===== src/rtl/sip_round_counter_if.sv =====
// Control/status bundle between the SipHash control FSM (master) and the
// round sequencer (slave).
interface sip_round_counter_if #(
   parameter int WIDTH = 4
);
   logic             start;
   logic             mode;
   logic [WIDTH-1:0] c_rounds;
   logic [WIDTH-1:0] d_rounds;
   logic             hold;
   logic             abort;
   logic             busy;
   logic             round_en;
   logic [WIDTH-1:0] round_idx;
   logic             last_round;
   logic             phase;
   logic             done;
   logic             ovr;

   modport master (
      output start, mode, c_rounds, d_rounds, hold, abort,
      input  busy, round_en, round_idx, last_round, phase, done, ovr
   );

   modport slave (
      input  start, mode, c_rounds, d_rounds, hold, abort,
      output busy, round_en, round_idx, last_round, phase, done, ovr
   );
endinterface


===== src/rtl/sip_round_counter.sv =====
// Round sequencer for the SipHash core: runs c_rounds or d_rounds SipRounds
// per start, with hold/stall, abort, a done pulse and an overrun flag.
module sip_round_counter #(
   parameter int WIDTH      = 4,
   parameter bit STICKY_OVR = 1'b1
) (
   input logic               clk,
   input logic               rst_n,
   sip_round_counter_if.slave bus
);
   typedef enum logic [0:0] {ST_IDLE = 1'b0, ST_RUN = 1'b1} state_t;

   localparam logic [WIDTH-1:0] IDX_ZERO = {WIDTH{1'b0}};
   localparam logic [WIDTH-1:0] IDX_ONE  = {{(WIDTH-1){1'b0}}, 1'b1};

   state_t           state_r, state_s;
   logic [WIDTH-1:0] idx_r, idx_s;
   logic [WIDTH-1:0] n_r, n_s;
   logic [WIDTH-1:0] n_sel_s, n_last_s;
   logic             phase_r, phase_s;
   logic             done_r, done_s;
   logic             ovr_r, ovr_s;
   logic             busy_s;

   assign n_sel_s  = bus.mode ? bus.d_rounds : bus.c_rounds;
   assign n_last_s = n_r - IDX_ONE;
   assign busy_s   = (state_r == ST_RUN);

   // Next-state logic: abort beats start/hold; a zero-round request completes in IDLE.
   always_comb begin
      state_s = state_r;
      idx_s   = idx_r;
      n_s     = n_r;
      phase_s = phase_r;
      done_s  = 1'b0;
      ovr_s   = STICKY_OVR ? ovr_r : 1'b0;
      case (state_r)
         ST_IDLE: begin
            if (bus.abort) begin
               idx_s = IDX_ZERO;
            end else if (bus.start) begin
               n_s     = n_sel_s;
               phase_s = bus.mode;
               idx_s   = IDX_ZERO;
               if (n_sel_s != IDX_ZERO) begin
                  state_s = ST_RUN;
               end else begin
                  done_s = 1'b1;
               end
            end else begin
               idx_s = IDX_ZERO;
            end
         end
         ST_RUN: begin
            if (bus.abort) begin
               state_s = ST_IDLE;
               idx_s   = IDX_ZERO;
            end else begin
               if (bus.start) begin
                  ovr_s = 1'b1;
               end else begin
                  ovr_s = STICKY_OVR ? ovr_r : 1'b0;
               end
               // Indices stop at N-1, so the counter can never wrap.
               if (bus.hold) begin
                  idx_s = idx_r;
               end else if (idx_r == n_last_s) begin
                  state_s = ST_IDLE;
                  idx_s   = IDX_ZERO;
                  done_s  = 1'b1;
               end else begin
                  idx_s = idx_r + IDX_ONE;
               end
            end
         end
         default: begin
            state_s = ST_IDLE;
            idx_s   = IDX_ZERO;
         end
      endcase
   end

   // State and output registers with synchronous active-low reset.
   always_ff @(posedge clk) begin
      if (!rst_n) begin
         state_r <= ST_IDLE;
         idx_r   <= IDX_ZERO;
         n_r     <= IDX_ZERO;
         phase_r <= 1'b0;
         done_r  <= 1'b0;
         ovr_r   <= 1'b0;
      end else begin
         state_r <= state_s;
         idx_r   <= idx_s;
         n_r     <= n_s;
         phase_r <= phase_s;
         done_r  <= done_s;
         ovr_r   <= ovr_s;
      end
   end

   assign bus.busy       = busy_s;
   assign bus.round_en   = busy_s & ~bus.hold;
   assign bus.round_idx  = idx_r;
   assign bus.last_round = busy_s & (idx_r == n_last_s);
   assign bus.phase      = phase_r;
   assign bus.done       = done_r;
   assign bus.ovr        = ovr_r;
endmodule


===== src/flat_wrapper.sv =====
// flat-port wrapper written by rule: the top's interface ports become plain ports
module sip_round_counter_flat 
#(
   parameter int WIDTH      = 4,
   parameter bit STICKY_OVR = 1'b1
)
  (clk, rst_n, bus_start, bus_mode, bus_c_rounds, bus_d_rounds, bus_hold, bus_abort, bus_busy, bus_round_en, bus_round_idx, bus_last_round, bus_phase, bus_done, bus_ovr);
  sip_round_counter_if #(.WIDTH(WIDTH)) bus_i ();
  input logic clk;
  input logic rst_n;
  input wire logic [$bits(bus_i.start)-1:0] bus_start;
  input wire logic [$bits(bus_i.mode)-1:0] bus_mode;
  input wire logic [$bits(bus_i.c_rounds)-1:0] bus_c_rounds;
  input wire logic [$bits(bus_i.d_rounds)-1:0] bus_d_rounds;
  input wire logic [$bits(bus_i.hold)-1:0] bus_hold;
  input wire logic [$bits(bus_i.abort)-1:0] bus_abort;
  output wire logic [$bits(bus_i.busy)-1:0] bus_busy;
  output wire logic [$bits(bus_i.round_en)-1:0] bus_round_en;
  output wire logic [$bits(bus_i.round_idx)-1:0] bus_round_idx;
  output wire logic [$bits(bus_i.last_round)-1:0] bus_last_round;
  output wire logic [$bits(bus_i.phase)-1:0] bus_phase;
  output wire logic [$bits(bus_i.done)-1:0] bus_done;
  output wire logic [$bits(bus_i.ovr)-1:0] bus_ovr;
  assign bus_i.start = bus_start;
  assign bus_i.mode = bus_mode;
  assign bus_i.c_rounds = bus_c_rounds;
  assign bus_i.d_rounds = bus_d_rounds;
  assign bus_i.hold = bus_hold;
  assign bus_i.abort = bus_abort;
  assign bus_busy = bus_i.busy;
  assign bus_round_en = bus_i.round_en;
  assign bus_round_idx = bus_i.round_idx;
  assign bus_last_round = bus_i.last_round;
  assign bus_phase = bus_i.phase;
  assign bus_done = bus_i.done;
  assign bus_ovr = bus_i.ovr;
  sip_round_counter #(.WIDTH(WIDTH), .STICKY_OVR(STICKY_OVR)) u_core (.clk(clk), .rst_n(rst_n), .bus(bus_i));
endmodule

===== config.mk =====
export PLATFORM = sky130hd
export DESIGN_NAME = sip_round_counter_flat
export DESIGN_NICKNAME = d
export VERILOG_FILES = /design/src/rtl/sip_round_counter_if.sv /design/src/rtl/sip_round_counter.sv /design/src/flat_wrapper.sv
export SDC_FILE = /design/constraint.sdc
export NUM_CORES = 1
export LEC_CHECK = 0
export CORE_AREA = 2 2 39 41
export DETAILED_ROUTE_END_ITERATION = 10
export DIE_AREA = 0 0 41 43
export DONT_BUFFER_PORTS = 1
export GPL_TIMING_DRIVEN = 0
export PLACE_DENSITY_LB_ADDON = 0.15
export RECOVER_POWER = 50
export SLEW_MARGIN = 40
export SYNTH_ARGS = -nofsm -noshare
export SYNTH_HDL_FRONTEND = slang
export SYNTH_SLANG_ARGS = --single-unit

===== constraint.sdc =====
create_clock -name clk -period 2.7 [get_ports clk]
set_input_delay 0.54 -clock clk [delete_from_list [all_inputs] [get_ports clk]]
set_output_delay 0.54 -clock clk [all_outputs]
set_load 0.02 [all_outputs]

======== Word level (Yosys, flattened, before mapping) ========
Index checks and enable logic that the tools add are counted.
cells by class
  add/sub/neg operators ................... 2
  equality and inequality tests ........... 2
  mux-type cells .......................... 19
  bitwise gates (word level) .............. 5
  reduce and logical (&&, ||, !) cells .... 3
operators with widths
  operator                                                            number
  4-bit two-way mux                                                   4
  1-bit two-way mux                                                   12
  4-bit case mux with 2 select lines                                  1
  3-bit AND reduction                                                 2
  4-bit by 1-bit adder with 4-bit output, second input constant       1
  4-bit equality test                                                 1
  1-bit case mux with 2 select lines                                  2
  4-bit nonzero test                                                  1
  4-bit by 1-bit subtractor with 4-bit output, second input constant  1
  3-bit != test, second input constant                                1
  1-bit NOT                                                           3
  1-bit AND                                                           2
storage, ports and cells
  bits in registers ....................... 12
  input port bits ......................... 14
  output and inout bits ................... 10
  logic and storage cells ................. 37

======== Logic depth before layout (Yosys ltp) ========
  depth after elaboration ................. 6
  mapped depth ............................ 6
  mapped depth without buffers ............ 6

======== Least setup slack after synthesis ========
OpenSTA, ideal clock, no wires.
  kind .................................... reg-to-output
  start ................................... register u_core.n_r[0]
  end ..................................... output bus_last_round
  data arrival time ....................... 1336 ps
  required time ........................... 2160 ps
  path slack .............................. 824 ps
  stages on the path, launching flop included .. 7
  path buffers ............................ 0
  cells stage by stage .................... dfxtp_1 > inv_1 > ha_1 > xor2_1 > nand3_2 > nor2_1 > and2_1
between the ends
  cells in the longest elaborated chain, start to end .. 3
RTL lines
  item                                         RTL line                  RTL
  start: declaration                           sip_round_counter.sv:18   logic [WIDTH-1:0] n_r, n_s;
  start signal: assignment                     sip_round_counter.sv:95   n_r <= n_s;
  4-bit by 1-bit subtractor with 4-bit output  sip_round_counter.sv:26   assign n_last_s = n_r - IDX_ONE;
  4-bit equality test                          sip_round_counter.sv:105  assign bus.last_round = busy_s & (idx_r == n_last_s);
  1-bit AND                                    sip_round_counter.sv:105
  end: declaration                             flat_wrapper.sv:20        output wire logic [$bits(bus_i.last_round)-1:0] bus_last_round;
Every way passes these cells.

======== Worst setup path after layout ========
Same ends and word-level chain as after synthesis.

==> results.yml <==
run_status:
  status: "finished clean"
logic_synthesis:
  yosysTopAreaCellShare_pct: 35.6
  synthArstFlopShare_pct: 0
  synth_flop_cell: "dfxtp_1"
  synth_area_um2: 674
  ys_seq_area_share_pct: 35.6
  synth_edf_count: 0
  yosys.area.top_type: "dfxtp_1"
  yosys-top-cells-area: "dfxtp_1 (36%), mux2i_1 (7.4%), o211a_1 (5.9%), nand2_1 (3.9%), ha_1 (3.7%)"
  syn_nets: 88
  yosysUniqueCellTypes: 33
  synth_warnings: 0
  synth_seq_cells: 12
  syn_inst: 72
  synth.avg_cell_area_um2: 9.37
worst_setup_path:
  crit_type: "reg -> out"
  cp.required_ns: 2.16
  cp_max_fo: 4
  reg2reg_slack_ns: 1.25
  crit_chain: "inv_1 > ha_1 > xor2_1 > nand3_2 > nor2_1 > and2_1"
  cp_slowest_cell: "dfxtp_1"
  timing.rr.start: "u_core.bus.busy"
  critPathMaxStageDelay_ns: 0.39
  startpoint: "u_core.n_r[0]"
  cpLargestDelayFamily: "simple AND/OR/NAND/NOR gates"
  worstSetupStartpointType: "flip-flop"
  cp.buffers_inverters: 1
  arrival_ns: 1.77
  r2r_cells: 4
  end_kind: "primary output"
  path_depth: 6
  endpoint: "bus_last_round"
  r2r_end: "u_core.n_r[2]"
global_route:
  grt_use_total_pct: 16.6
  grt_max_degree: 11
  grt_pass1_wl_mm: 1.93
  grt_pass1_vias: 471
  antenna_found_initial: 0
  overflow: 0
timing:
  relSlewSlack_pct: 74.1
  clock.fmax_mhz: 434
  tightest_slew_ns: 0.388
  fin_crit_sh_pct: 85.4
  fin_tns_setup_ns: 0
  hold_violations: 0
  finalClockSkew_ns: 0.0100
  fin_crit_ns: 2.31
  slew_viol_final: 0
  rsz0062_at_grt: "false"
  setup_viol: 0
final_layout:
  stdcell_count: 92
  insertedDiodeCount: 0
  area_growth_pct: 8.16
  nets: 93
  drive_gt1_share_pct: 10.5
floorplanning:
  core.rowCount: 14
  initial_core_util_pct: 48.7
  fp.dieW_um: 41
  boundaryPins: 24
  die_area_um2: 1760
  core-area_um2: 1380
  die_h_um: 43
clock_tree:
  cts_tree: "yes"
  htreeDepth: 1
  cts_hold_buf: 0
  cts-root-buf: "clkbuf_4"
  clk_pin_slew_ns: 0.08
  post-cts-setup-buffers: 0
  clk_latency_ns: 0.28
  cts.sinks: 12
  cts_max_path_buffers: 2
  cts_made_buffers: 3
  post_cts_resized: 0
power:
  p_seq_share_pct: 50.4
  combPwrFrac_pct: 12.2
  ir_drop_mv: 0.397
  p_switching_w: 0.0000926
  p_sw_share_pct: 24.3
  p_clk_share_pct: 37.3
  p_leak_nw: 0.323
  p_int_w: 0.000289
  power_density_nw_per_um2: 523
drt:
  drc: 0
  routedWlPerCell_um: 12.6
  ant_nets: 0
  drt_first_pass_iters: 2
  drt_iter0_drc: 6
  routed_wirelength_mm: 1.16
  vias: 501
  via_per_inst: 5.45
place:
  portBuffers: 0
  gp_congestion: 0.727
  dp_cells: 88
  dp_hpwl_um: 882
worst_hold_path:
  worstHoldPathType: "in -> reg"
flow_run:
  maxCapViolCount: 0
-- worst min-delay path by stage --
stage	from	end	slack [ns]	cells past startpoint
after CTS	bus_hold	u_core.bus.round_idx[3]	0.34	1
after global routing	bus_hold	u_core.bus.round_idx[3]	0.34	1
after floorplan	u_core.n_r[3]	u_core.n_r[3]	0.49	1
after global placement	u_core.n_r[3]	u_core.n_r[3]	0.51	1
after detailed placement	u_core.n_r[3]	u_core.n_r[3]	0.51	1
final	bus_hold	u_core.bus.round_idx[3]	0.34	1
-- per-layer routing --
metal	wire [um]	vias to the layer above	global-route usage, %
met5	0	-	0
met4	0	0	8.00
met3	66	0	7.85
met2	555	13	22.8
met1	539	218	21.0
li1	-	270	-
-- synth_stat cells, types with 2 or more instances --
master,count
xor2_1,2
nor4_1,2
mux2i_1,5
ha_1,2
inv_1,4
a21oi_1,2
nor2_1,3
o21ai_0,2
nand3_1,2
nand2_1,7
nor2b_1,2
nor3_1,2
and3_1,2
o211a_1,4
xnor2_1,2
dfxtp_1,12
-- per-stage QoR --
stage | cell area, um^2 | hold slack, ns | setup WS [ns] | power, W | util [%]
floorplan | 674 | 0.492 | 0.824 | 0.000237 | -
detailed placement | 694 | 0.511 | 0.669 | 0.000244 | 50.2
global placement | 694 | 0.510 | 0.696 | 0.000243 | 50.2
CTS | 731 | 0.338 | 0.386 | 0.000389 | 52.8
global route | 729 | 0.336 | 0.197 | 0.000404 | 52.7
finish | 729 | 0.345 | 0.394 | 0.000382 | 52.7
-- power by group through the flow --
| stage | clock, W | sequential (W) | combinational [W] |
|---|---|---|---|
| after floorplan | 0 | 0.000195 | 0.0000416 |
| after global placement | 0 | 0.000197 | 0.0000458 |
| after detailed placement | 0 | 0.000197 | 0.0000473 |
| after CTS | 0.000148 | 0.000193 | 0.0000478 |
| after global routing | 0.000157 | 0.000194 | 0.0000537 |
| final | 0.000142 | 0.000192 | 0.0000467 |
-- cell families (layout without fill, tap and decap cells) --
kind of cell / Yosys count / count (layout) / synth area share (%)
and+or+nand+nor: 27 / 27 / 22.5
AOI/OAI and AO/OA: 14 / 14 / 16.7
DFF: 12 / 12 / 35.6
buffers and inverters: 7 / 11 / 5.56
xor gates and xnor gates: 5 / 5 / 8.54
muxes: 5 / 5 / 7.42
adders and majority gates: 2 / 2 / 3.71
-- registers in the layout (all words and copies together), names as in the netlist --
| name | cells |
|---|---|
| u_core.bus.done | 1 |
| u_core.n_r | 4 |
| u_core.bus.phase | 1 |
| u_core.bus.busy | 1 |
| u_core.bus.ovr | 1 |
| u_core.bus.round_idx | 4 |
-- cells in the final DEF, fill, tap and decap left out, types with 2 or more instances in the layout --
| cell | synthesis | layout |
|---|---|---|
| xnor2_1 | 2 | 2 |
| o211a_1 | 4 | 4 |
| nor3_1 | 2 | 2 |
| mux2i_1 | 5 | 5 |
| nor2b_1 | 2 | 2 |
| clkbuf_8 | 1 | 2 |
| a21oi_1 | 2 | 2 |
| and3_1 | 2 | 2 |
| o21ai_0 | 2 | 2 |
| clkbuf_1 | 1 | 2 |
| ha_1 | 2 | 2 |
| nand2_1 | 7 | 7 |
| dfxtp_1 | 12 | 12 |
| nor2_1 | 3 | 3 |
| nand3_1 | 2 | 2 |
| inv_1 | 4 | 4 |
| xor2_1 | 2 | 2 |
| clkbuf_4 | 0 | 3 |
| nor4_1 | 2 | 2 |
-- area by class of cell --
class | count | area (um^2)
inverters | 4 | 15.0
flip-flops and latches | 12 | 240
plain buffers | 3 | 21.3
clock buffers | 4 | 36.3
well taps | 16 | 20.0
fillers | 130 | 654
multi-input cells | 53 | 397
Power figures use the tool's default switching activity.
